--- config.mk ---
export PLATFORM = sky130hd
export DESIGN_NAME = multicycle_control_fsm
export DESIGN_NICKNAME = d
export VERILOG_FILES = /design/src/rtl/multicycle_control_fsm.sv
export SDC_FILE = /design/constraint.sdc
export NUM_CORES = 1
export LEC_CHECK = 0
export ABC_AREA = 0
export CORE_MARGIN = 2
export CORE_UTILIZATION = 45
export CTS_BUF_LIST = sky130_fd_sc_hd__clkbuf_8
export DETAILED_ROUTE_END_ITERATION = 8
export PLACE_DENSITY = 0.8
export SETUP_SLACK_MARGIN = 0.05
export SLEW_MARGIN = 5
export SYNTH_ARGS = -nofsm -noshare
export SYNTH_HDL_FRONTEND = slang
export SYNTH_SLANG_ARGS = --single-unit
--- constraint.sdc ---
create_clock -name CLK -period 2.3 [get_ports CLK]
set_clock_uncertainty 0.05 [all_clocks]
set_input_delay 0.46 -clock CLK [delete_from_list [all_inputs] [get_ports CLK]]
set_output_delay 0.46 -clock CLK [all_outputs]
set_load 0.1 [all_outputs]
--- src/rtl/multicycle_control_fsm.sv ---
// -----------------------------------------------------------------------------
// multicycle_control_fsm
//
// Moore control state machine for the 16-bit multi-cycle processor. Each
// instruction moves through fetch, decode, execute, memory and writeback
// states. Every select output is decoded from the state register alone.
// The write strobes are additionally gated by Enable and Reset.
//
// Ports
//   CLK                clock, rising edge
//   Reset              asynchronous, active-high reset
//   Enable             1 = advance; 0 = hold state and gate write strobes
//   input_opcode[6:0]  IR control field, sampled only in DECODE
//   output_PCWrite     unconditional PC update
//   output_PCSource    00 ALU result, 01 ALUOut, 10 IR immediate
//   output_isBranch    conditional PC update (qualified downstream)
//   output_branchType  branch condition select (latched opcode[1:0])
//   output_IorD        0 = address from PC, 1 = address from ALUOut
//   output_IRWrite     IR load strobe
//   output_MemWrite    memory write strobe
//   output_RegWrite    register-file write strobe
//   output_MemToReg    writeback source: 1 = MDR, 0 = ALUOut
//   output_ALUSrcA     0 = PC, 1 = regA
//   output_ALUSrcB     00 regB, 01 constant 2, 10 immediate
//   output_ALUOp       00 add, 01 sub, 10 funct-driven, 11 opcode-driven
//   output_halted      FSM is in HALT
//   output_illegal     sticky: undefined opcode or unreachable state seen
//   output_state       current state (debug)
// -----------------------------------------------------------------------------
module multicycle_control_fsm #(
    parameter int STATE_W = 4
) (
    input  logic               CLK,
    input  logic               Reset,
    input  logic               Enable,
    input  logic [6:0]         input_opcode,
    output logic               output_PCWrite,
    output logic [1:0]         output_PCSource,
    output logic               output_isBranch,
    output logic [1:0]         output_branchType,
    output logic               output_IorD,
    output logic               output_IRWrite,
    output logic               output_MemWrite,
    output logic               output_RegWrite,
    output logic               output_MemToReg,
    output logic               output_ALUSrcA,
    output logic [1:0]         output_ALUSrcB,
    output logic [1:0]         output_ALUOp,
    output logic               output_halted,
    output logic               output_illegal,
    output logic [STATE_W-1:0] output_state
);

    typedef enum logic [3:0] {
        FETCH     = 4'd0,
        DECODE    = 4'd1,
        EXEC_R    = 4'd2,
        EXEC_I    = 4'd3,
        MEM_ADDR  = 4'd4,
        MEM_READ  = 4'd5,
        MEM_WB    = 4'd6,
        MEM_WRITE = 4'd7,
        ALU_WB    = 4'd8,
        BRANCH    = 4'd9,
        JUMP      = 4'd10,
        HALT      = 4'd11
    } state_t;

    state_t     state_q;
    state_t     state_next;
    logic [6:0] opcode_q;
    logic       illegal_q;
    logic       bad_state;
    logic       opcode_legal;
    logic       in_decode;

    // Raw strobes before Enable/Reset gating.
    logic       pc_write_raw;
    logic       is_branch_raw;
    logic       ir_write_raw;
    logic       mem_write_raw;
    logic       reg_write_raw;
    logic       strobe_gate;

    // Encodings 12-15 are not in the state list. They can only appear after an
    // upset. Recovery to HALT does not wait for Enable, so a stalled pipeline
    // cannot sit in an undefined state.
    assign bad_state = (state_q > HALT);
    assign in_decode = (state_q == DECODE);

    always_comb begin
        opcode_legal = 1'b0;
        case (input_opcode)
            7'h01, 7'h02, 7'h03, 7'h04,
            7'h08, 7'h09, 7'h0A, 7'h0B,
            7'h0C, 7'h7F: opcode_legal = 1'b1;
            default:      opcode_legal = 1'b0;
        endcase
    end

    // State register
    always_ff @(posedge CLK or posedge Reset) begin
        if (Reset) begin
            state_q <= FETCH;
        end else if (Enable || bad_state) begin
            state_q <= state_next;
        end
    end

    // Opcode copy used by MEM_ADDR routing and by branchType
    always_ff @(posedge CLK or posedge Reset) begin
        if (Reset) begin
            opcode_q <= 7'h00;
        end else if (Enable && in_decode) begin
            opcode_q <= input_opcode;
        end
    end

    always_ff @(posedge CLK or posedge Reset) begin
        if (Reset) begin
            illegal_q <= 1'b0;
        end else if (bad_state || (Enable && in_decode && !opcode_legal)) begin
            illegal_q <= 1'b1;
        end
    end

    // Next-state and Moore output decode
    always_comb begin
        state_next        = state_q;
        pc_write_raw      = 1'b0;
        output_PCSource   = 2'b00;
        is_branch_raw     = 1'b0;
        output_branchType = 2'b00;
        output_IorD       = 1'b0;
        ir_write_raw      = 1'b0;
        mem_write_raw     = 1'b0;
        reg_write_raw     = 1'b0;
        output_MemToReg   = 1'b0;
        output_ALUSrcA    = 1'b0;
        output_ALUSrcB    = 2'b00;
        output_ALUOp      = 2'b00;
        output_halted     = 1'b0;

        case (state_q)
            FETCH: begin
                ir_write_raw   = 1'b1;
                output_ALUSrcB = 2'b01;
                pc_write_raw   = 1'b1;
                state_next     = DECODE;
            end
            DECODE: begin
                // Branch target (PC + immediate) is computed here into ALUOut.
                output_ALUSrcB = 2'b10;
                case (input_opcode)
                    7'h01:                      state_next = EXEC_R;
                    7'h02:                      state_next = EXEC_I;
                    7'h03, 7'h04:               state_next = MEM_ADDR;
                    7'h08, 7'h09, 7'h0A, 7'h0B: state_next = BRANCH;
                    7'h0C:                      state_next = JUMP;
                    default:                    state_next = HALT;
                endcase
            end
            EXEC_R: begin
                output_ALUSrcA = 1'b1;
                output_ALUSrcB = 2'b00;
                output_ALUOp   = 2'b10;
                state_next     = ALU_WB;
            end
            EXEC_I: begin
                output_ALUSrcA = 1'b1;
                output_ALUSrcB = 2'b10;
                output_ALUOp   = 2'b11;
                state_next     = ALU_WB;
            end
            ALU_WB: begin
                reg_write_raw = 1'b1;
                state_next    = FETCH;
            end
            MEM_ADDR: begin
                output_ALUSrcA = 1'b1;
                output_ALUSrcB = 2'b10;
                // Only load and store reach this state, so store is the only
                // case that needs a separate test.
                state_next     = (opcode_q == 7'h04) ? MEM_WRITE : MEM_READ;
            end
            MEM_READ: begin
                output_IorD = 1'b1;
                state_next  = MEM_WB;
            end
            MEM_WB: begin
                reg_write_raw   = 1'b1;
                output_MemToReg = 1'b1;
                state_next      = FETCH;
            end
            MEM_WRITE: begin
                output_IorD   = 1'b1;
                mem_write_raw = 1'b1;
                state_next    = FETCH;
            end
            BRANCH: begin
                output_ALUSrcA    = 1'b1;
                output_ALUSrcB    = 2'b00;
                output_ALUOp      = 2'b01;
                is_branch_raw     = 1'b1;
                output_branchType = opcode_q[1:0];
                output_PCSource   = 2'b01;
                state_next        = FETCH;
            end
            JUMP: begin
                pc_write_raw    = 1'b1;
                output_PCSource = 2'b10;
                state_next      = FETCH;
            end
            HALT: begin
                output_halted = 1'b1;
                state_next    = HALT;
            end
            default: begin
                state_next = HALT;
            end
        endcase
    end

    // While Enable is low, or Reset is high, no write strobe may reach the
    // datapath. isBranch is a PC write in disguise, so Enable gates it too.
    assign strobe_gate     = Enable & ~Reset;
    assign output_PCWrite  = pc_write_raw  & strobe_gate;
    assign output_IRWrite  = ir_write_raw  & strobe_gate;
    assign output_MemWrite = mem_write_raw & strobe_gate;
    assign output_RegWrite = reg_write_raw & strobe_gate;
    assign output_isBranch = is_branch_raw & Enable;

    assign output_illegal  = illegal_q;
    assign output_state    = STATE_W'(state_q);

endmodule

==> impl_results.md <==
* Total die area at roughly 0.0024 mm²
* WL per Instance at roughly 15 µm
* Maximum clock rate at 0.4517 GHz
* Initial core utilization at 0.4688
* Relative slew slack at 0.7494
* Logic pwr share at 0.704
* Fill cells at between 100 and 150
* Area contributors post-synth: dfrtp_1 33%, mux2_2 10%, nand2b_1 6.3%, nand2_1 3.3%, nor2_1 3.3%
* Clock sink total at 12
* Unrepaired setup endpoints after global routing: yes
* Vias per inst at 5.594
* Share of total power in the clock network at 0.095
* Residual DRC at 0
* Iter 0 DRT Violations at 14
* Clk Latency, worst-skew pair at 0.25 ns
* Row count at 16
* NumNets Final at 144
* Worst Tran Pin Value at 0.3731 ns
* Number of global-route vias before repair at between 800 and 900
* Gr usage total at 0.2248
* Post-Synth XOR/XNOR Area at 0
* Yosys reg bits at 12
* Internal power at roughly 0.0011 W
* Largest net degree at the start of global routing at 18
* Clock tree buffer depth at 2
* P_leak at roughly 0.61 nW
* Sw frac at 0.5533
* Part of the cycle the worst path needs at 0.9626
* Final Hold Viols at 0
* CP max FO at 17
* Status: completed
* Area leader, netlist: dfrtp_1
* Most common cell after layout, fill and taps aside: buf_12
* Register area share after synthesis at 0.3333
* Cts bufs inserted at 3
* Detailed Place HPWL at 1907 µm
* Post-Synth Adder-Cell Area at 0
* Synthesized Nets at 110
* Synth warn at 0
* Die H at 48.74 µm
* Critical Path Sink Type: output pin
* Final ANT Viol Nets at 0
* Post-synthesis simple-gate area fraction at 0.3333
* WHS at between 0.4 and 0.5 ns
* Port bufs at 31
* First-pass GRT wire length at just over 4000 µm
* Minimum clock period at ~2.2 ns
* Area Overhead vs Synth at 75.28%
* Core ar. at around 0.0019 mm²
* I/O pin cnt at 32
* TNS Setup at 0 ns
* Die Wd at ~49 µm
* Routability congestion estimate at around 0.84
* Share of the synthesized area in the top cell type at 0.3333
* Most frequent cells in the layout: 17 x buf_12, 9 x clkdlybuf4s50_1, 9 x buf_4, 8 x mux2_2, 8 x dfrtp_1
* Mean Syn Cell Area at ~9.0 µm²
* Worst min path class: flip-flop to flip-flop
* Worst hold start: output_illegal
* Total power at 0.002429 W
* CTS tree: done
* Psw at about 0.0013 W
* CTS root buf: clkbuf_8
* Worst setup SP type: flip-flop
* Max-slew violations at 0
* Final worst setup slack at roughly 0.086 ns
* Seq pwr share at 0.201
* Antenna violations before repair at 0
* Largest family of logic cells by synthesized area: simple AND/OR/NAND/NOR gates
* Mux cell area share after synthesis at 0.1222
* Layout cells sized above 1 at 0.4812
* H-tree levels at 1
* GRT overflow at 0
* Count of cell types in the netlist at 37
* Maxcap violations at 0
* DP Worst Slack at approximately 0.15 ns
* Worst Setup SP: output_state[0]
* Compound-Gate Fraction of Synth Area at 0.1681
* Post-Syn Instances at 100
* PD cells at 1538 mW/mm²
* Drt pass-1 iters at 4
* Routed via count at around 900
* Setup-failing EPs final at 0
* Synth Cell Area at ~900 µm²
* DRT Wirelength at roughly 2400 µm
* RR Startpoint: output_state[1]
* Crit path arrival time at between 1.5 and 2 ns
* Crit path kind: flip-flop to output pin
* Peak supply drop at 1272 µV
* Reg clk slew, reported paths at around 0.060 ns
* ANT cells at 0
* WP data required at 1.79 ns
[path summary, 6_finish.rpt]
path,endpoint,slack [ns],cells past startpoint
max in group asynchronous,output_state[3],1.48,3
hold reg to reg,output_illegal,0.43,2
hold / removal,output_illegal,0.43,2
min in group asynchronous,output_state[1],0.54,3
setup reg to reg,output_state[2],0.74,3
setup / recovery,output_IRWrite,0.09,3
[metal layers]
layer  global-route usage  vias up  wire (µm)
met1               0.2406      421        927
met4              0.07143        0         29
met2               0.4361       33       1317
met5                    0        -          0
met3              0.04321        4        122
li1                     -      437          -
[stage by stage]
step | cell area [µm²] | util | std cells
after global placement | 1514 | 0.7878 | 155
after global routing | 1579 | 0.8216 | 160
after detailed placement | 1514 | 0.7878 | 155
after CTS | 1577 | 0.8203 | 160
after floorplan | 1040 | - | 100
final | 1579 | 0.8216 | 160
[kinds of logic (layout without fill, tap and decap cells)]
family	after synthesis	in the layout
AO/OA/AOI/OAI	19	19
buffers and inverters	8	41
flip-flops	12	12
multiplexers	10	10
AND/OR/NAND/NOR	51	51
[sequential cells by signal (all words and copies together), names as in the netlist]
signal and cells:
opcode_q 7, output_illegal 1, output_state 4
[synthesized netlist by cell type (all sizes together)]
library cell / instances
dfrtp: 12
nand2b: 9
mux2: 8
nand2: 8
nor2: 8
buf: 5
nor3b: 5
a21oi: 4
and2: 4
nor4: 3
or3: 3
and3: 2
inv: 2
mux2i: 2
nand3: 2
nand4: 2
nor3: 2
o2111ai: 2
o21ba: 2
a211oi: 1
a21boi: 1
a221o: 1
a221oi: 1
a22oi: 1
a311o: 1
a31oi: 1
and2b: 1
clkbuf: 1
nand3b: 1
nor2b: 1
o211a: 1
o21ai: 1
o31ai: 1
o41ai: 1
[power groups by stage]
stage / clock network (W) / registers [W] / logic (W)
after floorplan: 0 / 0.000573 / 0.00113
after global placement: 0 / 0.000486 / 0.00168
after detailed placement: 0 / 0.000488 / 0.00171
after CTS: 0.000236 / 0.000484 / 0.00172
after global routing: 0.000248 / 0.000508 / 0.00177
final: 0.000232 / 0.000488 / 0.00171
[timing repair]
action	CTS	global route
hold buffers	0	0
setup buffers	1	0
pin swaps	1	1
gates resized for setup	0	1
endpoints found under the setup margin	3	3
[critical path: stages, from the launching register on]
cell and delay, ns:
dfrtp_4 0.58, nor4_4 0.43, and3_4 0.27, buf_12 0.17
[layout make-up]
type                       count  area (µm²)  area share
clock buffer                   4       55.05     0.03487
inverter                       2       11.26    0.007132
multi-input combinational     80       665.6      0.4216
tap                           27       33.78     0.02139
timing repair buffer          35       498.0      0.3154
sequential                    12       315.3      0.1997
Note: power is estimated with default switching activity, not from simulation.
